**config.mk**
```make
export PLATFORM = sky130hd
export DESIGN_NAME = spi_cmd_parser
export DESIGN_NICKNAME = d
export VERILOG_FILES = /design/src/rtl/spi_cmd_parser.sv
export SDC_FILE = /design/constraint.sdc
export NUM_CORES = 2
export LEC_CHECK = 0
export ABC_AREA = 1
export BUFFER_PORTS_ARGS = -buffer_cell sky130_fd_sc_hd__buf_2
export CAP_MARGIN = 20
export CORE_MARGIN = 8
export CORE_UTILIZATION = 50
export CTS_CLUSTER_DIAMETER = 100
export DETAILED_ROUTE_END_ITERATION = 10
export PLACE_DENSITY = 0.74
export SYNTH_ARGS = -nofsm -noshare
export SYNTH_HDL_FRONTEND = slang
export SYNTH_SLANG_ARGS = --single-unit
```
**constraint.sdc**
```tcl
create_clock -name clk -period 31.4 [get_ports clk]
set_input_delay 3.14 -clock clk [delete_from_list [all_inputs] [get_ports clk]]
set_output_delay 3.14 -clock clk [all_outputs]
set_load 0.02 [all_outputs]
```
**src/rtl/spi_cmd_parser.sv**
```systemverilog
// spi_cmd_parser: decodes framed SPI command bytes into raster memory packets.
// Define PARSER_TIMEOUT_EN to abort a packet after TIMEOUT_CYC idle cycles.
module spi_cmd_parser #(
   parameter int VTX_W       = 108,
   parameter int VIDX_W      = 8,
   parameter int TRI_W       = 24,
   parameter int TRANS_W     = 288,
   parameter int BASE_W      = 13,
   parameter int TIMEOUT_CYC = 65535
) (
   input  logic               clk,
   input  logic               rst,
   input  logic               frame_active,
   input  logic               rx_valid,
   input  logic [7:0]         rx_byte,
   output logic               opcode_valid,
   output logic [3:0]         opcode,
   output logic               vert_valid,
   output logic [BASE_W-1:0]  vert_base,
   output logic [VIDX_W-1:0]  vert_count,
   output logic               next_vert_valid,
   output logic [VTX_W-1:0]   vert_in,
   output logic               tri_valid,
   output logic [BASE_W-1:0]  tri_base,
   output logic [VIDX_W-1:0]  tri_count,
   output logic               next_tri_valid,
   output logic [TRI_W-1:0]   tri_in,
   output logic               inst_valid,
   output logic [VIDX_W-1:0]  vert_id_in,
   output logic [VIDX_W-1:0]  tri_id_in,
   output logic [7:0]         inst_id_in,
   output logic [TRANS_W-1:0] transform_in,
   output logic               busy,
   output logic               err_abort
);

   typedef enum logic [2:0] {
      IDLE, HDR, VERT_DATA, TRI_DATA, INST_DATA
   } state_t;

   state_t state, state_n;
   logic acc, tmo;
   logic [TRANS_W-1:0] sreg, sreg_n;
   logic [5:0] byte_cnt, byte_cnt_n, inst_last;
   logic [7:0] item_cnt, item_cnt_n, cnt_r, cnt_n;
   logic [7:0] id0_r, id0_n, id1_r, id1_n;
   logic [3:0] op_r, op_n;
   logic op_hit, hdr_done, vtx_done, tri_done, inst_done, abort;

   assign acc  = rx_valid & frame_active;
   assign busy = (state != IDLE);
   assign inst_last = (op_r == 4'h3) ? 6'd37 : 6'd36;

`ifdef PARSER_TIMEOUT_EN
   logic [15:0] idle_cnt;

   always_ff @(posedge clk or posedge rst) begin
      if (rst)
         idle_cnt <= '0;
      else if (acc || state == IDLE)
         idle_cnt <= '0;
      else
         idle_cnt <= idle_cnt + 16'd1;
   end

   assign tmo = (idle_cnt == 16'(TIMEOUT_CYC));
`else
   assign tmo = 1'b0;
`endif

   always_ff @(posedge clk or posedge rst) begin
      if (rst) begin
         state    <= IDLE;
         sreg     <= '0;
         byte_cnt <= '0;
         item_cnt <= '0;
         cnt_r    <= '0;
         op_r     <= '0;
         id0_r    <= '0;
         id1_r    <= '0;
      end else begin
         state    <= state_n;
         sreg     <= sreg_n;
         byte_cnt <= byte_cnt_n;
         item_cnt <= item_cnt_n;
         cnt_r    <= cnt_n;
         op_r     <= op_n;
         id0_r    <= id0_n;
         id1_r    <= id1_n;
      end
   end

   always_comb begin
      state_n    = state;
      sreg_n     = sreg;
      byte_cnt_n = byte_cnt;
      item_cnt_n = item_cnt;
      cnt_n      = cnt_r;
      op_n       = op_r;
      id0_n      = id0_r;
      id1_n      = id1_r;
      op_hit     = 1'b0;
      hdr_done   = 1'b0;
      vtx_done   = 1'b0;
      tri_done   = 1'b0;
      inst_done  = 1'b0;
      abort      = 1'b0;
      if (acc)
         sreg_n = {sreg[TRANS_W-9:0], rx_byte};
      // Abort wins over any byte; a byte with frame low is never accepted
      if (state != IDLE && (!frame_active || tmo)) begin
         abort      = 1'b1;
         state_n    = IDLE;
         byte_cnt_n = '0;
         item_cnt_n = '0;
      end else if (acc) begin
         byte_cnt_n = byte_cnt + 6'd1;
         case (state)
            IDLE: begin
               op_hit     = 1'b1;
               op_n       = rx_byte[3:0];
               byte_cnt_n = '0;
               case (rx_byte[3:0])
                  4'h1, 4'h2: state_n = HDR;
                  4'h3, 4'h4: state_n = INST_DATA;
                  default:    state_n = IDLE;
               endcase
            end
            HDR: begin
               if (byte_cnt == 6'd2) begin
                  hdr_done   = 1'b1;
                  byte_cnt_n = '0;
                  item_cnt_n = '0;
                  cnt_n      = rx_byte;
                  if (rx_byte == 8'd0)
                     state_n = IDLE;
                  else if (op_r == 4'h1)
                     state_n = VERT_DATA;
                  else
                     state_n = TRI_DATA;
               end
            end
            VERT_DATA, TRI_DATA: begin
               if ((state == VERT_DATA && byte_cnt == 6'd13) ||
                   (state == TRI_DATA && byte_cnt == 6'd2)) begin
                  vtx_done   = (state == VERT_DATA);
                  tri_done   = (state == TRI_DATA);
                  byte_cnt_n = '0;
                  item_cnt_n = item_cnt + 8'd1;
                  if (item_cnt_n == cnt_r)
                     state_n = IDLE;
               end
            end
            INST_DATA: begin
               // Leading ids are shifted out of sreg by the transform
               if (byte_cnt == 6'd0)
                  id0_n = rx_byte;
               if (byte_cnt == 6'd1)
                  id1_n = rx_byte;
               if (byte_cnt == inst_last) begin
                  inst_done  = 1'b1;
                  byte_cnt_n = '0;
                  state_n    = IDLE;
               end
            end
            default: state_n = IDLE;
         endcase
      end
   end

   always_ff @(posedge clk or posedge rst) begin
      if (rst) begin
         opcode_valid    <= 1'b0;
         opcode          <= '0;
         vert_valid      <= 1'b0;
         vert_base       <= '0;
         vert_count      <= '0;
         next_vert_valid <= 1'b0;
         vert_in         <= '0;
         tri_valid       <= 1'b0;
         tri_base        <= '0;
         tri_count       <= '0;
         next_tri_valid  <= 1'b0;
         tri_in          <= '0;
         inst_valid      <= 1'b0;
         vert_id_in      <= '0;
         tri_id_in       <= '0;
         inst_id_in      <= '0;
         transform_in    <= '0;
         err_abort       <= 1'b0;
      end else begin
         opcode_valid    <= op_hit;
         vert_valid      <= hdr_done && op_r == 4'h1;
         tri_valid       <= hdr_done && op_r == 4'h2;
         next_vert_valid <= vtx_done;
         next_tri_valid  <= tri_done;
         inst_valid      <= inst_done;
         err_abort       <= abort;
         if (op_hit)
            opcode <= rx_byte[3:0];
         if (hdr_done && op_r == 4'h1) begin
            vert_base  <= sreg_n[8 +: BASE_W];
            vert_count <= VIDX_W'(rx_byte);
         end
         if (hdr_done && op_r == 4'h2) begin
            tri_base  <= sreg_n[8 +: BASE_W];
            tri_count <= VIDX_W'(rx_byte);
         end
         if (vtx_done)
            vert_in <= sreg_n[VTX_W-1:0];
         if (tri_done)
            tri_in <= sreg_n[TRI_W-1:0];
         if (inst_done) begin
            transform_in <= sreg_n;
            if (op_r == 4'h3) begin
               vert_id_in <= VIDX_W'(id0_r);
               tri_id_in  <= VIDX_W'(id1_r);
            end else begin
               inst_id_in <= id0_r;
            end
         end
      end
   end

endmodule

```
# Word-level counts from Yosys, hierarchy flattened
# Cells that the tools add are included.
[word_totals] register_bits=830 input_bits=12 output_inout_bits=498 wordCells=118
[op_classes] n_addsub=2 eq_ne=20 mux=43 bitwise_logic=3 n_reduce_logical=24
[op_table] operator="$mux 288" n=1
[op_table] operator="$mux 8" n=4
[op_table] operator="$mux 6" n=5
[op_table] operator="$pmux 6 s4" n=1
[op_table] operator="$mux 1" n=22
[op_table] operator="$mux 3" n=6
[op_table] operator="$eq 4x2->1 const B" n=4
[op_table] operator="$pmux 8 s2" n=1
[op_table] operator="$reduce_and 4->1" n=4
[op_table] operator="$ne 3x3->1 const B" n=4
[op_table] operator="$pmux 3 s4" n=1
[op_table] operator="$add 8x1->8 const B" n=1
[op_table] operator="$eq 4x1->1 const B" n=2
[op_table] operator="$eq 8x8->1" n=1
[op_table] operator="$logic_not 8->1" n=1
[op_table] operator="$add 6x1->6 const B" n=1
[op_table] operator="$eq 3x2->1 const B" n=2
[op_table] operator="$eq 6x1->1 const B" n=1
[op_table] operator="$eq 6x2->1 const B" n=1
[op_table] operator="$eq 6x4->1 const B" n=1
[op_table] operator="$eq 6x6->1" n=1
[op_table] operator="$logic_not 6->1" n=1
[op_table] operator="$pmux 3 s2" n=1
[op_table] operator="$reduce_bool 3->1" n=2
[op_table] operator="other kinds (15)" n=23

# Longest topological paths before layout
[logic_depth] depth_word=8 ltp_mapped=15 depth_no_buf=15

# Worst setup path after synthesis
# No wires, ideal clock.
[synth_path] path_type="input port to flip-flop" start="input port rx_valid" end="register tri_in[13]" arrival_time_ps=4314 required_ps=31281 path_slack_ps=26967 cell_stages=8 path_buffers=2 path_cell_list="nand2_2 > inv_1 > buf_2 > clkbuf_1 > or2_2 > o21ai_0 > nand2_1 > o21a_1"
[synth_between] elab_chain_cells=3 elab_cells_between_ends=4
[synth_lines] element="from (decl)" line="14" source="input logic rx_valid,"
[synth_lines] element="$and 1x1->1 *" line="50" source="assign acc = rx_valid & frame_active;"
[synth_lines] element="$mux 1" line="116" source="end else if (acc) begin"
[synth_lines] element="$mux 1" line="111" source="if (state != IDLE && (!frame_active || tmo)) begin"
[synth_lines] element="to (signal assigned)" line="212" source="tri_in <= sreg_n[TRI_W-1:0];"
[synth_lines] element="to (decl)" line="27" source="output logic [TRI_W-1:0] tri_in,"
# Mark *: on every way between the ends. The rest lies on a longest branch, timed or not.
# A chain may end at the register's enable or synchronous reset.

# Final worst setup path
[layout_path] start="input port frame_active" end="register vert_in[73]"
[layout_between] elab_chain_cells=3 elab_cells_between_ends=6
[layout_lines] element="from (decl)" line="13" source="input logic frame_active,"
[layout_lines] element="$and 1x1->1 / $logic_not 1->1 (equally long branches)" line="50, 111"
[layout_lines] element="$mux 1 / $logic_and 1x1->1 (equally long branches)" line="116, 111"
[layout_lines] element="$mux 1" line="111"
[layout_lines] element="to (signal assigned)" line="210" source="vert_in <= sreg_n[VTX_W-1:0];"
[layout_lines] element="to (decl)" line="22" source="output logic [VTX_W-1:0] vert_in,"
# Several ways; a longest one is shown, not always the timed one.

==> reports/metrics.json <==
{
  "status": {
    "outcome": "complete, no violations"
  },
  "timing": {
    "drv_slew": 0,
    "finalWorstSetupSlack_ns": 25.36,
    "grt_setup_unrepaired": "false",
    "finalHoldViolCount": 0,
    "timing.setup.tns_ns": 0,
    "worst_case_headroom_to_the_max_slew_limit_pct": 30.4,
    "fmaxAchievable_mhz": 166,
    "fin_worst_skew_ns": 0.0172,
    "final.min_clock_period_ns": 6.04,
    "finalSetupViolations": 0,
    "worst_pin_slew_ns": 1.03,
    "final.period_utilization_pct": 19.2
  },
  "yosys": {
    "synth-simple-area-share_pct": 13.9,
    "synthDominantCellAreaShare_pct": 65.9,
    "yosys.area_share.adder_pct": 0.198,
    "syn-cell-area_um2": 31500,
    "sequential_area_share_after_synthesis_pct": 65.9,
    "mean_post_synth_cell_area_um2": 10.0,
    "leading_post_synthesis_cells_by_instance_count": "dfrtp_1, o21ai_0, nand2_1",
    "synth_compound_gate_area_share_pct": 13.5,
    "yosys.area.top_type": "dfrtp_1",
    "yosysWarnings": 0,
    "asyncSetResetFlopFracSynth_pct": 100,
    "synth_nets": 3172,
    "synth-xor-area-share_pct": 0.167,
    "synth-seq-cells": 830,
    "synth-edff-count": 0,
    "muxShareOfSynthArea_pct": 0,
    "main_combinational_cell_family_by_area_after_synthesis": "simple AND/OR/NAND/NOR gates",
    "netlist-cell-type-count": 28,
    "netlist_instances": 3155,
    "synth_top_flop_cell": "dfrtp_1",
    "synth_most_common_cell": "dfrtp_1",
    "ys_top_cells_by_area": "dfrtp_1, o21ai_0, nand2_1"
  },
  "clocking": {
    "ctsRootBufferMaster": "clkbuf_16",
    "max-clock-path-buffers": 3,
    "numCtsBuffers": 83,
    "clock_latency_ns": 0.63,
    "ctsHoldBuffers": 0,
    "post-cts-setup-buffer-count": 0,
    "h_tree_levels": 3,
    "numClockSinks": 830,
    "tritoncts": "built",
    "clkTransAtPathRegs_ns": 0.06,
    "cts_resized": 0
  },
  "min_path": {
    "worst_hold_path_type": "reg2reg",
    "hold_start": "transform_in[161]"
  },
  "power": {
    "power.total_mw": 2.53,
    "power_per_cell_area_nw_per_um2": 67.6,
    "peakVddDrop_mv": 0.0429,
    "power.leakage_nw": 18.4
  },
  "worst_setup_path": {
    "launching_element_type_of_the_critical_path": "primary input",
    "worst_ep_arrival_time_ns": 6.50,
    "path_common_cell": "buf_4",
    "timing.rr.start": "op_r[2]",
    "critPathRequiredTime_ns": 31.86,
    "slowest_delay_ns": 0.73,
    "worstSetupStartpoint": "frame_active",
    "worstSetupEndpointType": "flop",
    "slowest_stage": "buf_4",
    "crit_chain": "buf_2 > nand2_8 > inv_6 > nand3_4 > buf_4 > buf_4 > o21ai_0",
    "path_class": "in2reg",
    "crit_fanout": 156
  },
  "floorplanning": {
    "rows": 92,
    "fp.dieArea_um2": 71400,
    "die_y_um": 267,
    "effective_utilization_at_floorplan_pct": 50.3,
    "core-area_um2": 62700,
    "die_w_um": 267,
    "ioPinCount": 510
  },
  "detailed_routing": {
    "detailedRoute.firstIterationViolations": 1917,
    "totalWireLength_um": 81900,
    "detailroute.via_count": 23100,
    "drt_first_pass_iters": 5,
    "wl_per_cell_um": 18.2,
    "number_of_nets_with_antenna_violations_after_detailed_routing": 0,
    "post_drt_via_cell_ratio": 5.13,
    "remaining_drc_errors": 0
  },
  "grt": {
    "antenna_violations_before_repair": 4,
    "grt_pass1_wl_um": 128000,
    "via_count_of_the_first_global_routing_pass": 22500,
    "pin_count_of_the_biggest_net_entering_global_routing": 258,
    "global_route_overflow": 0,
    "grtUsageTotal_pct": 22.6
  },
  "finish": {
    "nNetsFinal": 3616,
    "nFillCells": 5192,
    "synthToLayoutAreaGrowth_pct": 18.9,
    "multiInputGateArea_um2": 8790,
    "drive_above_1_share_pct": 26.2,
    "area.sequential_um2": 20800,
    "final_instance_count_without_filler_cells": 4509
  },
  "placement": {
    "hpwl_um": 55700,
    "placed_cells_incl_taps": 4358,
    "finalWeightedCongestion": 0.843,
    "numPortBuffers": 509,
    "detailedPlace.worstSlack_ns": 24.72
  },
  "flow_run": {
    "max_cap_violations": 0
  }
}
==> placed cells by master, fill, tap and decap left out, types with 20 or more instances in the layout <==
cell	n
dfrtp_1	830
o21ai_0	770
nand2_1	585
buf_2	510
inv_1	352
or2_2	288
clkbuf_16	84
nand3_1	32
o21ai_1	28
nor2_1	27
o21a_1	25
clkbuf_8	20
==> power by group <==
part	total [mW]	switching (mW)	internal (mW)
clock network	0.992	0.415	0.577
registers	1.24	0.0638	1.18
logic	0.302	0.200	0.102
total	2.53	0.679	1.85
==> through the flow <==
| stage | hold WS, ns | utilization [%] | area [um2] |
|---|---|---|---|
| finish | 0.475 | 59.8 | 37500 |
| global route | 0.493 | 59.8 | 37500 |
| CTS | 0.482 | 59.7 | 37500 |
| detailed placement | 0.467 | 55.3 | 34700 |
| global placement | 0.460 | 55.3 | 34700 |
| floorplan | 0.453 | - | 31500 |
==> metal layers <==
metal  global-route usage [%]  vias to the layer above  routed length (um)
li1                         -                    10900                   -
met1                     30.5                    11300               34700
met2                     35.7                      749               38500
met3                     5.76                      128                6520
met4                     7.44                        0                2250
met5                        0                        -                   0
==> cell families after synthesis <==
logic type	count (synthesis)
simple gates	950
compound gates	836
xor+xnor	6
flops	830
fa+ha+maj	5
buf+inv	528
==> layout make-up <==
type	count	share of cell area, %
well taps	846	2.82
diodes	2	0.0133
repair buffers	531	7.40
multi-input cells	1797	23.4
inverters	356	3.62
flip-flops and latches	830	55.4
clock buffers	121	6.51
clock inverters	26	0.841
==> critical path, delay by kind of cell <==
family	cells	cell delay (ns)
buf+inv	4	1.98
simple gates	2	0.94
compound gates	1	0.21
==> registers in the layout, indices dropped and copies added (netlist names), 3 cells and up <==
| signal | cells |
|---|---|
| byte_cnt | 6 |
| cnt_r | 8 |
| id0_r | 8 |
| id1_r | 8 |
| inst_id_in | 8 |
| item_cnt | 8 |
| op_r | 4 |
| opcode | 4 |
| sreg | 288 |
| state | 3 |
| transform_in | 288 |
| tri_base | 13 |
| tri_count | 8 |
| tri_id_in | 8 |
| tri_in | 24 |
| vert_base | 13 |
| vert_count | 8 |
| vert_id_in | 8 |
| vert_in | 108 |
==> final timing paths <==
path | end | slack, ns | cells after the start
min reg2reg | transform_in[161] | 0.48 | 2
max | vert_in[73] | 25.36 | 7
max in group asynchronous | vert_in[101] | 25.71 | 5
min in group asynchronous | transform_in[229] | 2.59 | 2
min | transform_in[161] | 0.48 | 2
max reg2reg | transform_in[92] | 27.74 | 9
Note: power is estimated with default switching activity, not from simulation.
